`src/rtl/rail_rush_obstacles.sv`:
```
// ---------------------------------------------------------------------------
// rail_rush_obstacles
//
// Obstacle manager for the Rail Rush endless-runner game. Keeps four
// obstacle slots that scroll down the screen, spawns new obstacles from a
// 16-bit Galois LFSR on a pseudo-random frame timer, and checks the player
// against every slot once per frame.
//
// Optional feature macro: RAIL_RUSH_COIN_EN
//   defined   -> LFSR kind 1x spawns a coin; coins are collected in the band
//   undefined -> kind 1x spawns a barrier, coin_collected is tied low
//
// Ports
//   clock          system clock
//   reset_n        asynchronous active-low reset
//   frame_done     one-cycle end-of-frame pulse, the only update strobe
//   game_active    gameplay running
//   speed          scroll speed, pixels per frame
//   player_lane    player lane, 0..2
//   player_jump    player is airborne (clears barriers)
//   obstacle_hit   registered collision result of the last frame
//   coin_collected registered coin pickup of the last frame
//   slot_valid     per-slot occupancy
//   slot_lane      2 bits per slot
//   slot_kind      2 bits per slot: 00 barrier, 01 train, 10 coin
//   slot_y         10 bits per slot, top edge y
// ---------------------------------------------------------------------------
module rail_rush_obstacles #(
    parameter int          SCREEN_H  = 480,
    parameter int          HIT_Y_MIN = 400,
    parameter int          HIT_Y_MAX = 447,
    parameter logic [15:0] LFSR_SEED = 16'hACE1
) (
    input  logic        clock,
    input  logic        reset_n,
    input  logic        frame_done,
    input  logic        game_active,
    input  logic [3:0]  speed,
    input  logic [1:0]  player_lane,
    input  logic        player_jump,
    output logic        obstacle_hit,
    output logic        coin_collected,
    output logic [3:0]  slot_valid,
    output logic [7:0]  slot_lane,
    output logic [7:0]  slot_kind,
    output logic [39:0] slot_y
);

    typedef enum logic {
        STATE_CLEAR,
        STATE_RUN
    } state_t;

    localparam logic [1:0]  KIND_BARRIER = 2'b00;
    localparam logic [1:0]  KIND_TRAIN   = 2'b01;
`ifdef RAIL_RUSH_COIN_EN
    localparam logic [1:0]  KIND_COIN    = 2'b10;
`endif
    localparam logic [10:0] SCREEN_LIMIT = 11'(SCREEN_H);
    localparam logic [9:0]  BAND_TOP     = 10'(HIT_Y_MIN);
    localparam logic [9:0]  BAND_BOTTOM  = 10'(HIT_Y_MAX);
    localparam logic [5:0]  TIMER_RESET  = 6'd20;
    localparam logic [15:0] LFSR_MASK    = 16'hB400;

    state_t      state;
    state_t      next_state;
    logic        clear_all;
    logic        frame_step;

    logic [15:0] lfsr;
    logic [15:0] lfsr_next;
    logic [5:0]  timer;
    logic [5:0]  timer_next;
    logic        hit_next;
    logic [3:0]  valid_next;
    logic [7:0]  lane_next;
    logic [7:0]  kind_next;
    logic [39:0] y_next;

    logic [10:0] moved_y [4];
    logic [3:0]  in_band;
    logic [3:0]  hits_slot;
    logic [3:0]  coin_take;

    logic        spawn_ok;
    logic [1:0]  spawn_idx;
    logic [1:0]  spawn_lane;
    logic [1:0]  spawn_kind;

    // Controller state register.
    always_ff @(posedge clock or negedge reset_n) begin
        if (!reset_n) begin
            state <= STATE_CLEAR;
        end else begin
            state <= next_state;
        end
    end

    // The game starts as soon as game_active is seen and stops on the very
    // first cycle it drops.
    always_comb begin
        next_state = state;
        case (state)
            STATE_CLEAR: next_state = game_active ? STATE_RUN : STATE_CLEAR;
            STATE_RUN:   next_state = game_active ? STATE_RUN : STATE_CLEAR;
            default:     next_state = STATE_CLEAR;
        endcase
    end

    // Controller outputs. Clearing is keyed on the drop of game_active itself
    // so the slots are already empty on the cycle after the game stops.
    always_comb begin
        clear_all  = (state == STATE_CLEAR) || !game_active;
        frame_step = (state == STATE_RUN) && game_active && frame_done;
    end

    // Per-slot scroll sum and collision test, all on the current slot
    // contents. The sum is 11 bits so a slot near the bottom cannot wrap.
    always_comb begin
        for (int i = 0; i < 4; i++) begin
            moved_y[i]   = {1'b0, slot_y[10*i +: 10]} + {7'b0, speed};
            in_band[i]   = slot_valid[i]
                           && (slot_lane[2*i +: 2] == player_lane)
                           && (slot_y[10*i +: 10] >= BAND_TOP)
                           && (slot_y[10*i +: 10] <= BAND_BOTTOM);
            hits_slot[i] = in_band[i]
                           && ((slot_kind[2*i +: 2] == KIND_TRAIN)
                               || ((slot_kind[2*i +: 2] == KIND_BARRIER) && !player_jump));
`ifdef RAIL_RUSH_COIN_EN
            coin_take[i] = in_band[i] && (slot_kind[2*i +: 2] == KIND_COIN);
`else
            coin_take[i] = 1'b0;
`endif
        end
    end

    // Spawn target is the lowest-index slot that is free before this frame's
    // update, so a slot freed on the same edge is never reused right away.
    always_comb begin
        spawn_ok  = 1'b0;
        spawn_idx = 2'd0;
        for (int i = 3; i >= 0; i--) begin
            if (!slot_valid[i]) begin
                spawn_ok  = 1'b1;
                spawn_idx = 2'(i);
            end
        end
        spawn_lane = (lfsr[1:0] == 2'd3) ? 2'd1 : lfsr[1:0];
`ifdef RAIL_RUSH_COIN_EN
        spawn_kind = lfsr[3] ? KIND_COIN : {1'b0, lfsr[2]};
`else
        spawn_kind = lfsr[3] ? KIND_BARRIER : {1'b0, lfsr[2]};
`endif
    end

    // Frame update of slots, spawn timer and LFSR. Freed slots have their
    // fields zeroed so the renderer bus is deterministic.
    always_comb begin
        valid_next = slot_valid;
        lane_next  = slot_lane;
        kind_next  = slot_kind;
        y_next     = slot_y;
        lfsr_next  = lfsr;
        timer_next = timer;
        hit_next   = obstacle_hit;
        if (clear_all) begin
            valid_next = '0;
            lane_next  = '0;
            kind_next  = '0;
            y_next     = '0;
            lfsr_next  = LFSR_SEED;
            timer_next = TIMER_RESET;
            hit_next   = 1'b0;
        end else if (frame_step) begin
            hit_next = |hits_slot;
            for (int i = 0; i < 4; i++) begin
                if (slot_valid[i]) begin
                    if (coin_take[i] || (moved_y[i] >= SCREEN_LIMIT)) begin
                        valid_next[i]        = 1'b0;
                        lane_next[2*i +: 2]  = '0;
                        kind_next[2*i +: 2]  = '0;
                        y_next[10*i +: 10]   = '0;
                    end else begin
                        y_next[10*i +: 10]   = moved_y[i][9:0];
                    end
                end
            end
            if (timer == 6'd0) begin
                if (spawn_ok) begin
                    valid_next[spawn_idx]         = 1'b1;
                    lane_next[2*spawn_idx +: 2]   = spawn_lane;
                    kind_next[2*spawn_idx +: 2]   = spawn_kind;
                    y_next[10*spawn_idx +: 10]    = '0;
                end
                timer_next = TIMER_RESET + {1'b0, lfsr[8:4]};
            end else begin
                timer_next = timer - 6'd1;
            end
            lfsr_next = {1'b0, lfsr[15:1]} ^ (lfsr[0] ? LFSR_MASK : 16'h0000);
        end
    end

    // Datapath registers.
    always_ff @(posedge clock or negedge reset_n) begin
        if (!reset_n) begin
            slot_valid   <= '0;
            slot_lane    <= '0;
            slot_kind    <= '0;
            slot_y       <= '0;
            lfsr         <= LFSR_SEED;
            timer        <= TIMER_RESET;
            obstacle_hit <= 1'b0;
        end else begin
            slot_valid   <= valid_next;
            slot_lane    <= lane_next;
            slot_kind    <= kind_next;
            slot_y       <= y_next;
            lfsr         <= lfsr_next;
            timer        <= timer_next;
            obstacle_hit <= hit_next;
        end
    end

`ifdef RAIL_RUSH_COIN_EN
    logic coin_next;

    // Coin pickup flag: one frame long, several coins still give one pulse.
    always_comb begin
        coin_next = coin_collected;
        if (clear_all) begin
            coin_next = 1'b0;
        end else if (frame_step) begin
            coin_next = |coin_take;
        end
    end

    always_ff @(posedge clock or negedge reset_n) begin
        if (!reset_n) begin
            coin_collected <= 1'b0;
        end else begin
            coin_collected <= coin_next;
        end
    end
`else
    assign coin_collected = 1'b0;
`endif

endmodule
```
`config.mk`:
```
export PLATFORM = sky130hd
export DESIGN_NAME = rail_rush_obstacles
export DESIGN_NICKNAME = d
export VERILOG_FILES = /design/src/rtl/rail_rush_obstacles.sv
export SDC_FILE = /design/constraint.sdc
export NUM_CORES = 1
export LEC_CHECK = 0
export CAP_MARGIN = 20
export CORE_MARGIN = 4
export CORE_UTILIZATION = 50
export CTS_CLUSTER_DIAMETER = 40
export DETAILED_ROUTE_END_ITERATION = 8
export GPL_TIMING_DRIVEN = 0
export PLACE_DENSITY = 0.76
export SYNTH_ARGS = -nofsm -noshare
export SYNTH_HDL_FRONTEND = slang
export SYNTH_SLANG_ARGS = --single-unit
```
`constraint.sdc`:
```
create_clock -name clock -period 4.67 [get_ports clock]
set_clock_uncertainty 0.1 [all_clocks]
set_input_delay 0.934 -clock clock [delete_from_list [all_inputs] [get_ports clock]]
set_output_delay 0.934 -clock clock [all_outputs]
set_load 0.005 [all_outputs]
```
==> impl_metrics.yaml <==
status:
  status: "completed"
synth:
  syn_avg_cell_area_um2: 9.251
  synth_cells: 541
  netlist_area_um2: 5005
  synth_top_area_share_pct: 37.00
  ys_seq_area_share_pct: 42.25
  synthTopCellsByCount: "dfrtp_1 (74), nand2_1 (67), nor2_1 (43), a21oi_1 (31), o21ai_0 (29)"
  muxShareOfSynthArea_pct: 3.025
  synth_edf_count: 0
  synth-adder-area-share_pct: 6.100
  async_reset_ff_share_pct: 100.0
  synth_warnings: 0
  synth.area.top_cells: "dfrtp_1 (37%), dfstp_2 (5.3%), nand2_1 (5.0%), ha_1 (4.5%), nor2_1 (3.2%)"
  synthesis.nets: 574
  synth_xor_area_share_pct: 3.500
  synth_compound_area_share_pct: 21.00
  ys.flop_type: "dfrtp_1"
  yosysTopAreaCell: "dfrtp_1"
  synth_simple_gate_area_share_pct: 20.93
  yosysMostFrequentCell: "dfrtp_1"
  ys_seq_elements: 84
  yosysUniqueCellTypes: 65
  synth_top_family_by_area: "compound AO/OA/AOI/OAI gates"
power_and_ir_drop:
  fin_total_pwr_mw: 1.395
  intPower_mw: 1.047
  pwr-share-comb_pct: 7.8
  seq_power_share_pct: 53.1
  power_leakage_nw: 2.710
  power_switching_mw: 0.3484
  p_sw_share_pct: 24.97
  peakVddDrop_mv: 0.1192
  p_per_area_nw_per_um2: 228.7
  p_clk_share_pct: 39.2
timing:
  setup_viol: 0
  rsz0062_at_grt: "false"
  finalHoldViolations: 0
  worstMarginPinSlew_ns: 0.8540
  hold_slack_ns: 0.3693
  finalCriticalPeriod_ns: 4.077
  period_share_pct: 87.31
  slew_headroom_pct: 43.07
  timing.fmax_ghz: 0.2453
  final_max_slew_viol_count: 0
detailed_routing:
  routedWlPerCell_um: 17.56
  dr_total_vias: 4549
  ant_nets: 0
  wl_mm: 13.36
  viasPerCell: 5.978
  dr.first_iter.drc_count: 389
  drt_pass1_iterations: 6
  drc: 0
global_route:
  met2_usage_pct: 38.32
  antenna_found_initial: 0
  grt_pass1_wl_mm: 21.87
  grt_pass1_vias: 4361
  use_met3_pct: 3.164
  grt-ovfl-total: 0
  grt_max_degree: 61
  grt_use_total_pct: 23.67
  busiest_layer: "met2"
  grt_use_met1_pct: 32.67
worst_setup_path:
  reg2reg_depth: 11
  r2r-start: "slot_y[30]$_DFFE_PN0P_"
  worstReg2RegEnd: "slot_y[35]$_DFFE_PN0P_"
  path_class: "in2reg"
  rrSetupSlack_ns: 1.59
  cp.required_ns: 4.82
  critPathMaxFanout: 8
  critPathArrivalTime_ns: 4.23
  setup.worst_path.start_class: "input port"
  crit_path_end_kind: "register"
layout:
  seq_area_um2: 2115
  drive_gt1_share_pct: 6.847
  area_delta_synth_final_pct: 21.88
  n_antenna_cell: 0
  fill_cells: 848
  layout.cells.non_filler: 761
  design.final.nets: 656
  post-route-util_pct: 62.40
  multiInputGateArea_um2: 2734
  fin_area_um2: 6100
hold_path:
  hp-class: "in2async"
die:
  initial_core_util_pct: 51.20
  die_area_um2: 11670
  ios: 73
  core-area_um2: 9774
  die_y_um: 108.0
  placementRows: 36
  fp.dieW_um: 108.0
cts:
  cts_tree: "built"
  root_buffer: "clkbuf_8"
  clk_latency_ns: 0.36
  path_clk_slew_ns: 0.09
  cts_made_buffers: 9
  post_cts_buffers: 0
  clock_sinks: 84
  cts_resized: 0
  cts_max_path_buffers: 2
  htree_levels: 3
  hold_buffers: 0
placed_design:
  port-buffer-count: 70
  dp.cells: 745
  placed_area_um2: 5897
  place_hpwl_mm: 9.903
  globalplace.congestion: 0.9206
run:
  maxCapViolCount: 0
==> logic make-up (layout without fill, tap and decap cells) <==
logic type / Yosys count / in the layout
AOI/OAI and AO/OA: 149 / 149
other: 1 / 1
buffers and inverters: 38 / 125
muxes: 15 / 15
adders and majority gates: 22 / 22
and+or+nand+nor: 212 / 212
DFF: 84 / 84
xor gates and xnor gates: 20 / 20
==> through the flow <==
stage / setup TNS, ns / worst slack, ns
after floorplan: 0 / 1.442
after global placement: -34.31 / -0.4701
after detailed placement: 0 / 0.2694
after CTS: 0 / 0.6299
after global routing: 0 / 0.3163
final: 0 / 0.5926
==> layout make-up <==
type / count / share of cell area [%]
Buffer: 20 / 1.456
Multi-Input combinational cell: 419 / 44.82
Sequential cell: 84 / 34.67
Clock inverter: 4 / 0.7795
Tap cell: 133 / 2.728
Timing Repair Buffer: 71 / 11.90
Inverter: 18 / 1.108
Clock buffer: 12 / 2.544
==> worst max-delay path: stages <==
cell and delay (ns):
clkdlybuf4s50_1 0.83, inv_1 0.14, fa_1 0.48, nand2b_1 0.18, a21oi_1 0.30, nor2_1 0.09, a211oi_1 0.44, or3_1 0.18
clkbuf_1 0.30, nor3_1 0.09, a211o_1 0.28
==> metal layers <==
metal | wire length [um] | share of wire (%) | vias up
met5 | 0 | 0 | -
met4 | 223 | 1.7 | 0
met3 | 849 | 6.4 | 21
met2 | 6362 | 48 | 179
met1 | 5929 | 44 | 2201
li1 | - | - | 2148
==> flip-flops by register name (all words and copies together), names as in the netlist <==
signal,flops
state,1
slot_kind,8
slot_y,40
lfsr,16
slot_valid,4
slot_lane,8
obstacle_hit,1
timer,6
==> worst max path at each step <==
stage	start	to	slack, ns	cells past startpoint
floorplan	speed[0]	slot_y[35]$_DFFE_PN0P_	1.44	11
global placement	reset_n	lfsr[12]$_DFFE_PN0P_	-0.47	1
detailed placement	speed[1]	slot_y[35]$_DFFE_PN0P_	0.27	11
CTS	speed[1]	slot_y[35]$_DFFE_PN0P_	0.63	11
global route	speed[1]	slot_y[35]$_DFFE_PN0P_	0.32	11
finish	speed[1]	slot_y[35]$_DFFE_PN0P_	0.59	11
==> power by group through the flow <==
stage / logic (mW) / registers [mW] / clock network (mW)
after floorplan: 0.0581 / 0.753 / 0
after global placement: 0.103 / 0.754 / 0
after CTS: 0.109 / 0.740 / 0.551
after detailed placement: 0.109 / 0.754 / 0
after global routing: 0.121 / 0.741 / 0.584
final: 0.108 / 0.740 / 0.547
==> layout by cell type, fill, tap and decap left out, types with 8 or more instances in the layout <==
cell and count:
a211oi_1 10, clkbuf_1 14, o21ai_0 29, a21o_1 16, dfrtp_1 74, nor3_1 14
ha_1 18, nor2_1 43, xnor2_1 12, inv_1 17, nand3_1 15, clkdlybuf4s50_1 69
dfstp_2 10, a21oi_1 31, and3_1 16, a22o_1 15, mux2i_1 14, and2_1 9
nor4_1 12, nand2_1 67, clkbuf_8 11, xor2_1 8
Power figures use the tool's default switching activity.
